<file path="src/rtl/quick_spi_cmd_queue.sv">
// Command queue and launch sequencer in front of the quick_spi master. It buffers host
// writes, launches them one at a time, and watches ss_n to tell when each one is done.
// Define QUICK_SPI_CMDQ_FLUSH_EN to add the synchronous flush input.
module quick_spi_cmd_queue #(
  parameter int DATA_WIDTH       = 16,
  parameter int NUMBER_OF_SLAVES = 2,
  parameter int FIFO_DEPTH       = 4,
  parameter int GAP_CYCLES       = 2,
  parameter int START_TIMEOUT    = 8
) (
  input  logic                            clk,
  input  logic                            reset_n,
  input  logic                            cmd_valid,
  output logic                            cmd_ready,
  input  logic [NUMBER_OF_SLAVES-1:0]     cmd_slave,
  input  logic [DATA_WIDTH-1:0]           cmd_data,
  output logic                            start_transaction,
  output logic [NUMBER_OF_SLAVES-1:0]     slave,
  output logic [DATA_WIDTH-1:0]           outgoing_data,
  input  logic [NUMBER_OF_SLAVES-1:0]     spi_ss_n,
  output logic                            busy,
  output logic [$clog2(FIFO_DEPTH):0]     fifo_level,
  output logic [15:0]                     tx_count,
  output logic                            timeout_err,
  input  logic                            err_clear,
`ifdef QUICK_SPI_CMDQ_FLUSH_EN
  input  logic                            flush,
`endif
  output logic [1:0]                      dbg_state
);

  // Host side: cmd_valid/cmd_ready transfer one command on every clk edge where both
  // are high; cmd_ready depends only on the registered level, never on cmd_valid.

  localparam int PTR_W   = $clog2(FIFO_DEPTH);
  localparam int LVL_W   = $clog2(FIFO_DEPTH) + 1;
  localparam int TMR_MAX = (START_TIMEOUT > GAP_CYCLES) ? START_TIMEOUT : GAP_CYCLES;
  localparam int TMR_W   = (TMR_MAX > 1) ? $clog2(TMR_MAX + 1) : 1;

  localparam logic [TMR_W-1:0] START_LAST = TMR_W'(START_TIMEOUT - 1);
  localparam logic [TMR_W-1:0] GAP_LAST   = TMR_W'((GAP_CYCLES > 0) ? GAP_CYCLES - 1 : 0);
  localparam logic [LVL_W-1:0] LVL_FULL   = LVL_W'(FIFO_DEPTH);

  typedef enum logic [1:0] {
    S_IDLE         = 2'd0,
    S_WAIT_SELECT  = 2'd1,
    S_WAIT_RELEASE = 2'd2,
    S_GAP          = 2'd3
  } state_t;

  state_t                        state_q, state_d;
  logic [TMR_W-1:0]              timer_q, timer_d;
  logic [PTR_W-1:0]              wr_ptr_q, wr_ptr_d;
  logic [PTR_W-1:0]              rd_ptr_q, rd_ptr_d;
  logic [LVL_W-1:0]              level_q, level_d;
  logic [NUMBER_OF_SLAVES-1:0]   slave_q, slave_d;
  logic [DATA_WIDTH-1:0]         data_q, data_d;
  logic                          start_q, start_d;
  logic [15:0]                   tx_q, tx_d;
  logic                          err_q, err_d;

  logic [NUMBER_OF_SLAVES-1:0]   mem_slave_q [FIFO_DEPTH];
  logic [NUMBER_OF_SLAVES-1:0]   mem_slave_d [FIFO_DEPTH];
  logic [DATA_WIDTH-1:0]         mem_data_q  [FIFO_DEPTH];
  logic [DATA_WIDTH-1:0]         mem_data_d  [FIFO_DEPTH];

  logic push;
  logic launch;
  logic ss_idle;
  logic err_set;
  logic flush_now;

`ifdef QUICK_SPI_CMDQ_FLUSH_EN
  assign flush_now = flush;
`else
  assign flush_now = 1'b0;
`endif

  assign cmd_ready = (level_q != LVL_FULL);
  assign push      = cmd_valid && cmd_ready;
  assign launch    = (state_q == S_IDLE) && (level_q != '0);
  assign ss_idle   = &spi_ss_n;

  // Sequencer: a launch is only ever decided in IDLE, so the master cannot be
  // re-triggered while a transfer or the post-transfer gap is still running.
  always_comb begin
    state_d = state_q;
    timer_d = timer_q;
    start_d = 1'b0;
    slave_d = slave_q;
    data_d  = data_q;
    tx_d    = tx_q;
    err_set = 1'b0;
    case (state_q)
      S_IDLE: begin
        if (launch) begin
          start_d = 1'b1;
          slave_d = mem_slave_q[rd_ptr_q];
          data_d  = mem_data_q[rd_ptr_q];
          timer_d = '0;
          state_d = S_WAIT_SELECT;
        end
      end
      S_WAIT_SELECT: begin
        if (!ss_idle) begin
          state_d = S_WAIT_RELEASE;
        end else if (timer_q == START_LAST) begin
          err_set = 1'b1;
          timer_d = '0;
          state_d = (GAP_CYCLES == 0) ? S_IDLE : S_GAP;
        end else begin
          timer_d = timer_q + TMR_W'(1);
        end
      end
      S_WAIT_RELEASE: begin
        if (ss_idle) begin
          tx_d    = tx_q + 16'd1;
          timer_d = '0;
          state_d = (GAP_CYCLES == 0) ? S_IDLE : S_GAP;
        end
      end
      S_GAP: begin
        if (timer_q == GAP_LAST) begin
          timer_d = '0;
          state_d = S_IDLE;
        end else begin
          timer_d = timer_q + TMR_W'(1);
        end
      end
      default: state_d = S_IDLE;
    endcase
  end

  // Storage and pointers; a flush realigns the write pointer to the post-pop read pointer.
  always_comb begin
    mem_slave_d = mem_slave_q;
    mem_data_d  = mem_data_q;
    wr_ptr_d    = wr_ptr_q;
    rd_ptr_d    = rd_ptr_q;
    level_d     = level_q;
    if (push && !flush_now) begin
      mem_slave_d[wr_ptr_q] = cmd_slave;
      mem_data_d[wr_ptr_q]  = cmd_data;
      wr_ptr_d              = wr_ptr_q + PTR_W'(1);
    end
    if (launch) begin
      rd_ptr_d = rd_ptr_q + PTR_W'(1);
    end
    if (push && !launch) begin
      level_d = level_q + LVL_W'(1);
    end else if (launch && !push) begin
      level_d = level_q - LVL_W'(1);
    end
    if (flush_now) begin
      wr_ptr_d = rd_ptr_d;
      level_d  = '0;
    end
  end

  // A set in the same cycle as err_clear must survive, so it is applied last.
  always_comb begin
    err_d = err_q;
    if (err_clear) begin
      err_d = 1'b0;
    end
    if (err_set) begin
      err_d = 1'b1;
    end
  end

  always_ff @(posedge clk) begin
    if (!reset_n) begin
      state_q  <= S_IDLE;
      timer_q  <= '0;
      wr_ptr_q <= '0;
      rd_ptr_q <= '0;
      level_q  <= '0;
      slave_q  <= '0;
      data_q   <= '0;
      start_q  <= 1'b0;
      tx_q     <= '0;
      err_q    <= 1'b0;
    end else begin
      state_q  <= state_d;
      timer_q  <= timer_d;
      wr_ptr_q <= wr_ptr_d;
      rd_ptr_q <= rd_ptr_d;
      level_q  <= level_d;
      slave_q  <= slave_d;
      data_q   <= data_d;
      start_q  <= start_d;
      tx_q     <= tx_d;
      err_q    <= err_d;
    end
  end

  // Entry contents need no reset; only the pointers and level define what is valid.
  always_ff @(posedge clk) begin
    mem_slave_q <= mem_slave_d;
    mem_data_q  <= mem_data_d;
  end

  assign start_transaction = start_q;
  assign slave             = slave_q;
  assign outgoing_data     = data_q;
  assign busy              = (state_q != S_IDLE);
  assign fifo_level        = level_q;
  assign tx_count          = tx_q;
  assign timeout_err       = err_q;
  assign dbg_state         = state_q;

endmodule

</file>
<file path="config.mk">
export PLATFORM = sky130hd
export DESIGN_NAME = quick_spi_cmd_queue
export DESIGN_NICKNAME = d
export VERILOG_FILES = /design/src/rtl/quick_spi_cmd_queue.sv
export SDC_FILE = /design/constraint.sdc
export NUM_CORES = 1
export LEC_CHECK = 0
export ABC_AREA = 1
export ABC_CLOCK_PERIOD_IN_PS = 3500
export BUFFER_PORTS_ARGS = -buffer_cell sky130_fd_sc_hd__buf_2
export CORE_ASPECT_RATIO = 0.75
export CORE_MARGIN = 4
export CORE_UTILIZATION = 30
export CTS_BUF_LIST = sky130_fd_sc_hd__clkbuf_4
export DETAILED_ROUTE_END_ITERATION = 10
export SLEW_MARGIN = 0
export SYNTH_ARGS = -nofsm -noshare
export SYNTH_HDL_FRONTEND = slang
export SYNTH_SLANG_ARGS = --single-unit
</file>
<file path="constraint.sdc">
create_clock -name clk -period 3.5 [get_ports clk]
set_input_delay 0.525 -clock clk [delete_from_list [all_inputs] [get_ports clk]]
set_output_delay 0.525 -clock clk [all_outputs]
set_load 0.05 [all_outputs]
</file>
==> metrics.yaml, run 1 <==
ant_nets: 0
rrSetupSlack_ps: 1510
slowest_delay_ps: 410
ios: 67
synth_nets: 546
viasPerCell: 4.605
max_freq_mhz: 470.3
tightest_slew_ps: 1002
grt_pass1_wl_um: 17930
setup_tns_ps: 0
grt_overflow_total: 0
routedWlPerCell_um: 14.28
whs_ps: 227.9
cp.required_ps: 2970
coreArea_um2: 16270
final_net_count: 616
die_area_um2: 19030
h-tree-depth: 4
path_clk_slew_ps: 130
min_path_cells: 1
fin_skew_ps: 29.55
die_y_um: 120.5
hold_viol: 0
antenna_cells: 0
yosysSeqAreaShare: 0.6210
cts_resized: 0
area_growth_pct: 16.04
worst-setup-path-type: "reg2out"
post-route-drc-count: 0
fin_crit_ps: 2126
crit_arrival_ps: 1600
drt-pass1-iter-count: 5
yosys_warnings: 0
setup_viol: 0
fin_crit_sh: 0.6075
finalMaxSlewViolations: 0
die_width_um: 158.0
cts_inserted_buffers: 17
place.detailed.hpwl_um: 7756
worstPathCellList: "inv_1, ha_1, inv_1, buf_2"
routabilityCongestion: 0.8401
slowest_stage: "dfxtp_1"
rsz0062_at_grt: "false"
min_to: "mem_data_q[52]"
port_buffers: 66
p_leak_uw: 0.002333
clock_path_buffers: 2
avgSynthCellArea_um2: 9.963
crit_fanout: 5
antenna_found_initial: 0
yosysUniqueCellTypes: 30
drv_cap: 0
final_common_cell: "nor2_1"
r2r-end: "mem_data_q[12]"
crit_path_end_kind: "output pin"
track_usage: 0.1215
min-delay-path-class: "in2reg"
cts_root_buf: "clkbuf_4"
grt_start_max_net_pins: 39
status: "completed"
drive_gt1_frac: 0.2030
drtIter0Drc: 264
hold_buffers: 0
path_buf_inv: 3
layout.cells.non_filler: 801
irDropWorstVdd_uv: 403.3
critPathTopFamily: "buffers and inverters"
cp-start-kind: "flop"
vias: 3689
r2r-start: "fifo_level[0]"
layout_common_cells: "nor2_1 (109), edfxtp_1 (72), o21ai_0 (67)"
syn_area_um2: 5061
wl_um: 11440
max_slew_margin: 0.3310
cts_tree: "done"
power.density_nw_per_um2: 786.3
start_util: 0.3112
worstHoldStart: "cmd_data[4]"
worst_path_most_repeated_cell: "inv_1"
dp.cells: 769
grt_pass1_vias: 3342
post-cts-setup-buffers: 0
core.rowCount: 40
cts.sinks: 121
clk_latency_ps: 520
syn_inst: 508
ff2ff_path_depth: 4
ys_ff_latch: 121
worst max path at each step:
stage | to | cells after the start | from
2_1_floorplan | mem_data_q[0] | 4 | fifo_level[0]
3_3_place_gp | mem_data_q[9] | 3 | cmd_valid
3_5_place_dp | mem_data_q[9] | 3 | cmd_valid
4_1_cts | busy | 4 | dbg_state[0]
5_1_grt | busy | 4 | dbg_state[1]
6_report | busy | 4 | dbg_state[0]
flip-flops by register name, summed over array words and instances, names as in the netlist:
signal             flops
timeout_err            1
timer_q                4
tx_count              16
fifo_level             3
start_transaction      1
slave                  2
outgoing_data         16
mem_data_q            64
dbg_state              2
rd_ptr_q               2
mem_slave_q            8
wr_ptr_q               2
layer usage:
layer | up-vias | part of all wire | routed length (µm) | GRT usage
li1 | 1865 | - | - | -
met1 | 1726 | 0.52 | 5950 | 0.1759
met2 | 92 | 0.43 | 4930 | 0.1761
met3 | 6 | 0.043 | 497 | 0.03148
met4 | 0 | 0.0052 | 59 | 0.04209
met5 | - | 0 | 0 | 0
cells by family (layout without fill, tap and decap cells):
kind of cell               Yosys count  in the layout  share of synthesized area
adders and majority gates           14             14                    0.03609
DFF                                121            121                     0.6210
and+or+nand+nor                    206            206                     0.1775
buffers and inverters               60            143                    0.05142
xor gates and xnor gates             3              3                   0.005193
AOI/OAI and AO/OA                  104            104                     0.1088
report_power, final:
part	internal (µW)	switching, µW
registers	1750	167
clock network	438	581
logic	416	1260
total	2610	2010
through the flow:
step / area (µm²) / utilization / power (µW) / setup slack, ps
after floorplan: 5061 / - / 3227 / 789.0
after global placement: 5584 / 0.3433 / 3606 / 1494
after detailed placement: 5584 / 0.3433 / 3640 / 1436
after CTS: 5873 / 0.3611 / 4662 / 1330
after global routing: 5873 / 0.3611 / 4910 / 1222
final: 5873 / 0.3611 / 4618 / 1374
synthesized netlist by cell type, drive strengths merged:
| cell | count | area, µm² |
|---|---|---|
| ha | 13 | 162.7 |
| nor2 | 117 | 490.5 |
| fa | 1 | 20.02 |
| a21oi | 18 | 93.84 |
| and3 | 1 | 6.260 |
| nand4 | 5 | 37.53 |
| buf | 12 | 80.07 |
| edfxtp | 72 | 2162 |
| xor2 | 3 | 26.28 |
| o21ai | 68 | 344.1 |
| a31oi | 18 | 112.6 |
| clkbuf | 8 | 30.03 |
| inv | 40 | 150.1 |
| nand2 | 63 | 246.5 |
| nand3 | 14 | 87.59 |
| dfxtp | 49 | 980.9 |
| nor3 | 6 | 30.03 |
final cells by class:
class / count / area (µm²)
clock buffer: 17 / 127.6
multi-input combinational: 327 / 1660
inverter: 40 / 150.1
timing repair buffer: 71 / 367.9
clock inverter: 15 / 161.4
tap: 210 / 262.8
sequential: 121 / 3143
fill: 1598 / 10390
(Power assumes the default switching activity.)
==> run 2: changes to the inputs <==
--- a/config.mk
+++ b/config.mk
@@ -6,7 +6,7 @@
 export NUM_CORES = 1
 export LEC_CHECK = 0
 export ABC_AREA = 1
-export ABC_CLOCK_PERIOD_IN_PS = 3500
+export ABC_CLOCK_PERIOD_IN_PS = 1900
 export BUFFER_PORTS_ARGS = -buffer_cell sky130_fd_sc_hd__buf_2
 export CORE_ASPECT_RATIO = 0.75
 export CORE_MARGIN = 4
==> constraint.sdc (replaced) <==
create_clock -name clk -period 1.9 [get_ports clk]
set_input_delay 0.285 -clock clk [delete_from_list [all_inputs] [get_ports clk]]
set_output_delay 0.285 -clock clk [all_outputs]
set_load 0.05 [all_outputs]
==> metrics.yaml, run 2 (synthesis results as in run 1) <==
status: "completed"
die_y_um: 120.5
vias: 3792
dp.cells: 775
cts_tree: "done"
cts.sinks: 121
die_width_um: 158.0
post-route-drc-count: 0
routabilityCongestion: 0.7642
antenna_cells: 0
tightest_slew_ps: 572.6
cts_root_buf: "clkbuf_4"
final_net_count: 642
ios: 67
cp-start-kind: "flop"
drive_gt1_frac: 0.2318
area_growth_pct: 23.86
finalMaxSlewViolations: 0
final_common_cell: "nor2_1"
fin_crit_ps: 1767
drt-pass1-iter-count: 5
min-delay-path-class: "in2reg"
grt_busiest_layer: "met2"
whs_ps: 125.1
largest_register_ffs: 64
wl_um: 11820
path_clk_slew_ps: 120
worst-setup-path-type: "reg2reg"
port_buffers: 66
p_leak_uw: 0.002499
rsz0062_at_grt: "false"
layout_common_cells: "nor2_1 (106), edfxtp_1 (72), o21ai_0 (67)"
core.rowCount: 40
irDropWorstVdd_uv: 910.1
regMostFlops: "mem_data_q"
cts_inserted_buffers: 17
grt_use_met2: 0.1963
layout.cells.non_filler: 827
cp.required_ps: 2300
coreArea_um2: 16270
grt_pass1_wl_um: 19090
setup_tns_ps: 0
power.density_nw_per_um2: 1459
drtIter0Drc: 200
drv_cap: 0
max_freq_mhz: 565.9
ant_nets: 0
met3_usage: 0.03900
fin_crit_sh: 0.9301
routedWlPerCell_um: 14.29
hold_viol: 0
grt_pass1_vias: 3697
grt_start_max_net_pins: 39
track_usage: 0.1293
clock_path_buffers: 2
max_slew_margin: 0.6177
h-tree-depth: 4
crit_path_end_kind: "flop"
grt_overflow_total: 0
place.detailed.hpwl_um: 7592
grtUsageMet1: 0.1802
crit_arrival_ps: 2160
start_util: 0.3112
crit_fanout: 9
setup_viol: 0
antenna_found_initial: 0
clk_latency_ps: 510
viasPerCell: 4.585
die_area_um2: 19030
fin_skew_ps: 19.19
[run 2: changes by cell type in the layout (fill, tap and decap cells not counted), sizes merged]
cell and delta:
bufinv +3, inv -5, clkinvlp -2, dlygate4sd3 +19
clkbuf +1, buf +7, clkinv +3
[run 2: layer usage]
| layer | share of wire | up-vias | wire [µm] |
|---|---|---|---|
| li1 | - | 1919 | - |
| met1 | 0.49 | 1758 | 5755 |
| met2 | 0.44 | 106 | 5199 |
| met3 | 0.068 | 9 | 806 |
| met4 | 0.0047 | 0 | 55 |
| met5 | 0 | - | 0 |
[run 2: worst paths after layout]
path	to	startpoint	slack, ps	depth (start not counted)
worst max register to register	fifo_level[1]	fifo_level[1]	130	9
worst min register to register	timeout_err	timeout_err	480	2
worst min-delay path	wr_ptr_q[1]	cmd_valid	130	3
worst max-delay path	fifo_level[1]	fifo_level[1]	130	9
[run 2: timing repair]
action                                 4_1_cts  5_1_grt
setup endpoints to repair                    1        3
setup buffers                                0        1
hold buffers                                19        0
endpoints found under the hold margin       73        0
gates resized for setup                      1        8
pin swaps                                    0        1
[run 2: layout make-up]
| type | count | area [µm²] |
|---|---|---|
| flip-flops and latches | 121 | 3159 |
| inverters | 40 | 150.1 |
| well taps | 210 | 262.8 |
| clock buffers | 18 | 135.1 |
| multi-input cells | 327 | 1717 |
| repair buffers | 97 | 625.6 |
| clock inverters | 14 | 219.0 |
| fillers | 1578 | 9997 |
[run 2: stage by stage]
stage          total power [µW]  utilization  setup slack [ps]  area [µm²]
3_3_place_gp               6788       0.3495             127.6        5685
2_1_floorplan              6004            -             14.16        5107
6_report                   9145       0.3854             132.9        6269
5_1_grt                    9773       0.3854             15.88        6269
3_5_place_dp               6880       0.3495             57.23        5685
4_1_cts                    9189       0.3832             7.374        6232
[run 2: critical path, stage by stage, from the launching register on]
cell and delay, ps:
dfxtp_4 380, nor2_4 170, nand2_4 90, nand2_8 100, inv_1 50, ha_2 170, inv_2 70, fa_2 420
o21ai_0 150, a21oi_1 60
[run 2: report_power, final]
| part | switching (µW) | internal [µW] |
|---|---|---|
| combinational | 2490 | 931 |
| clock | 1040 | 1200 |
| sequential | 230 | 3250 |
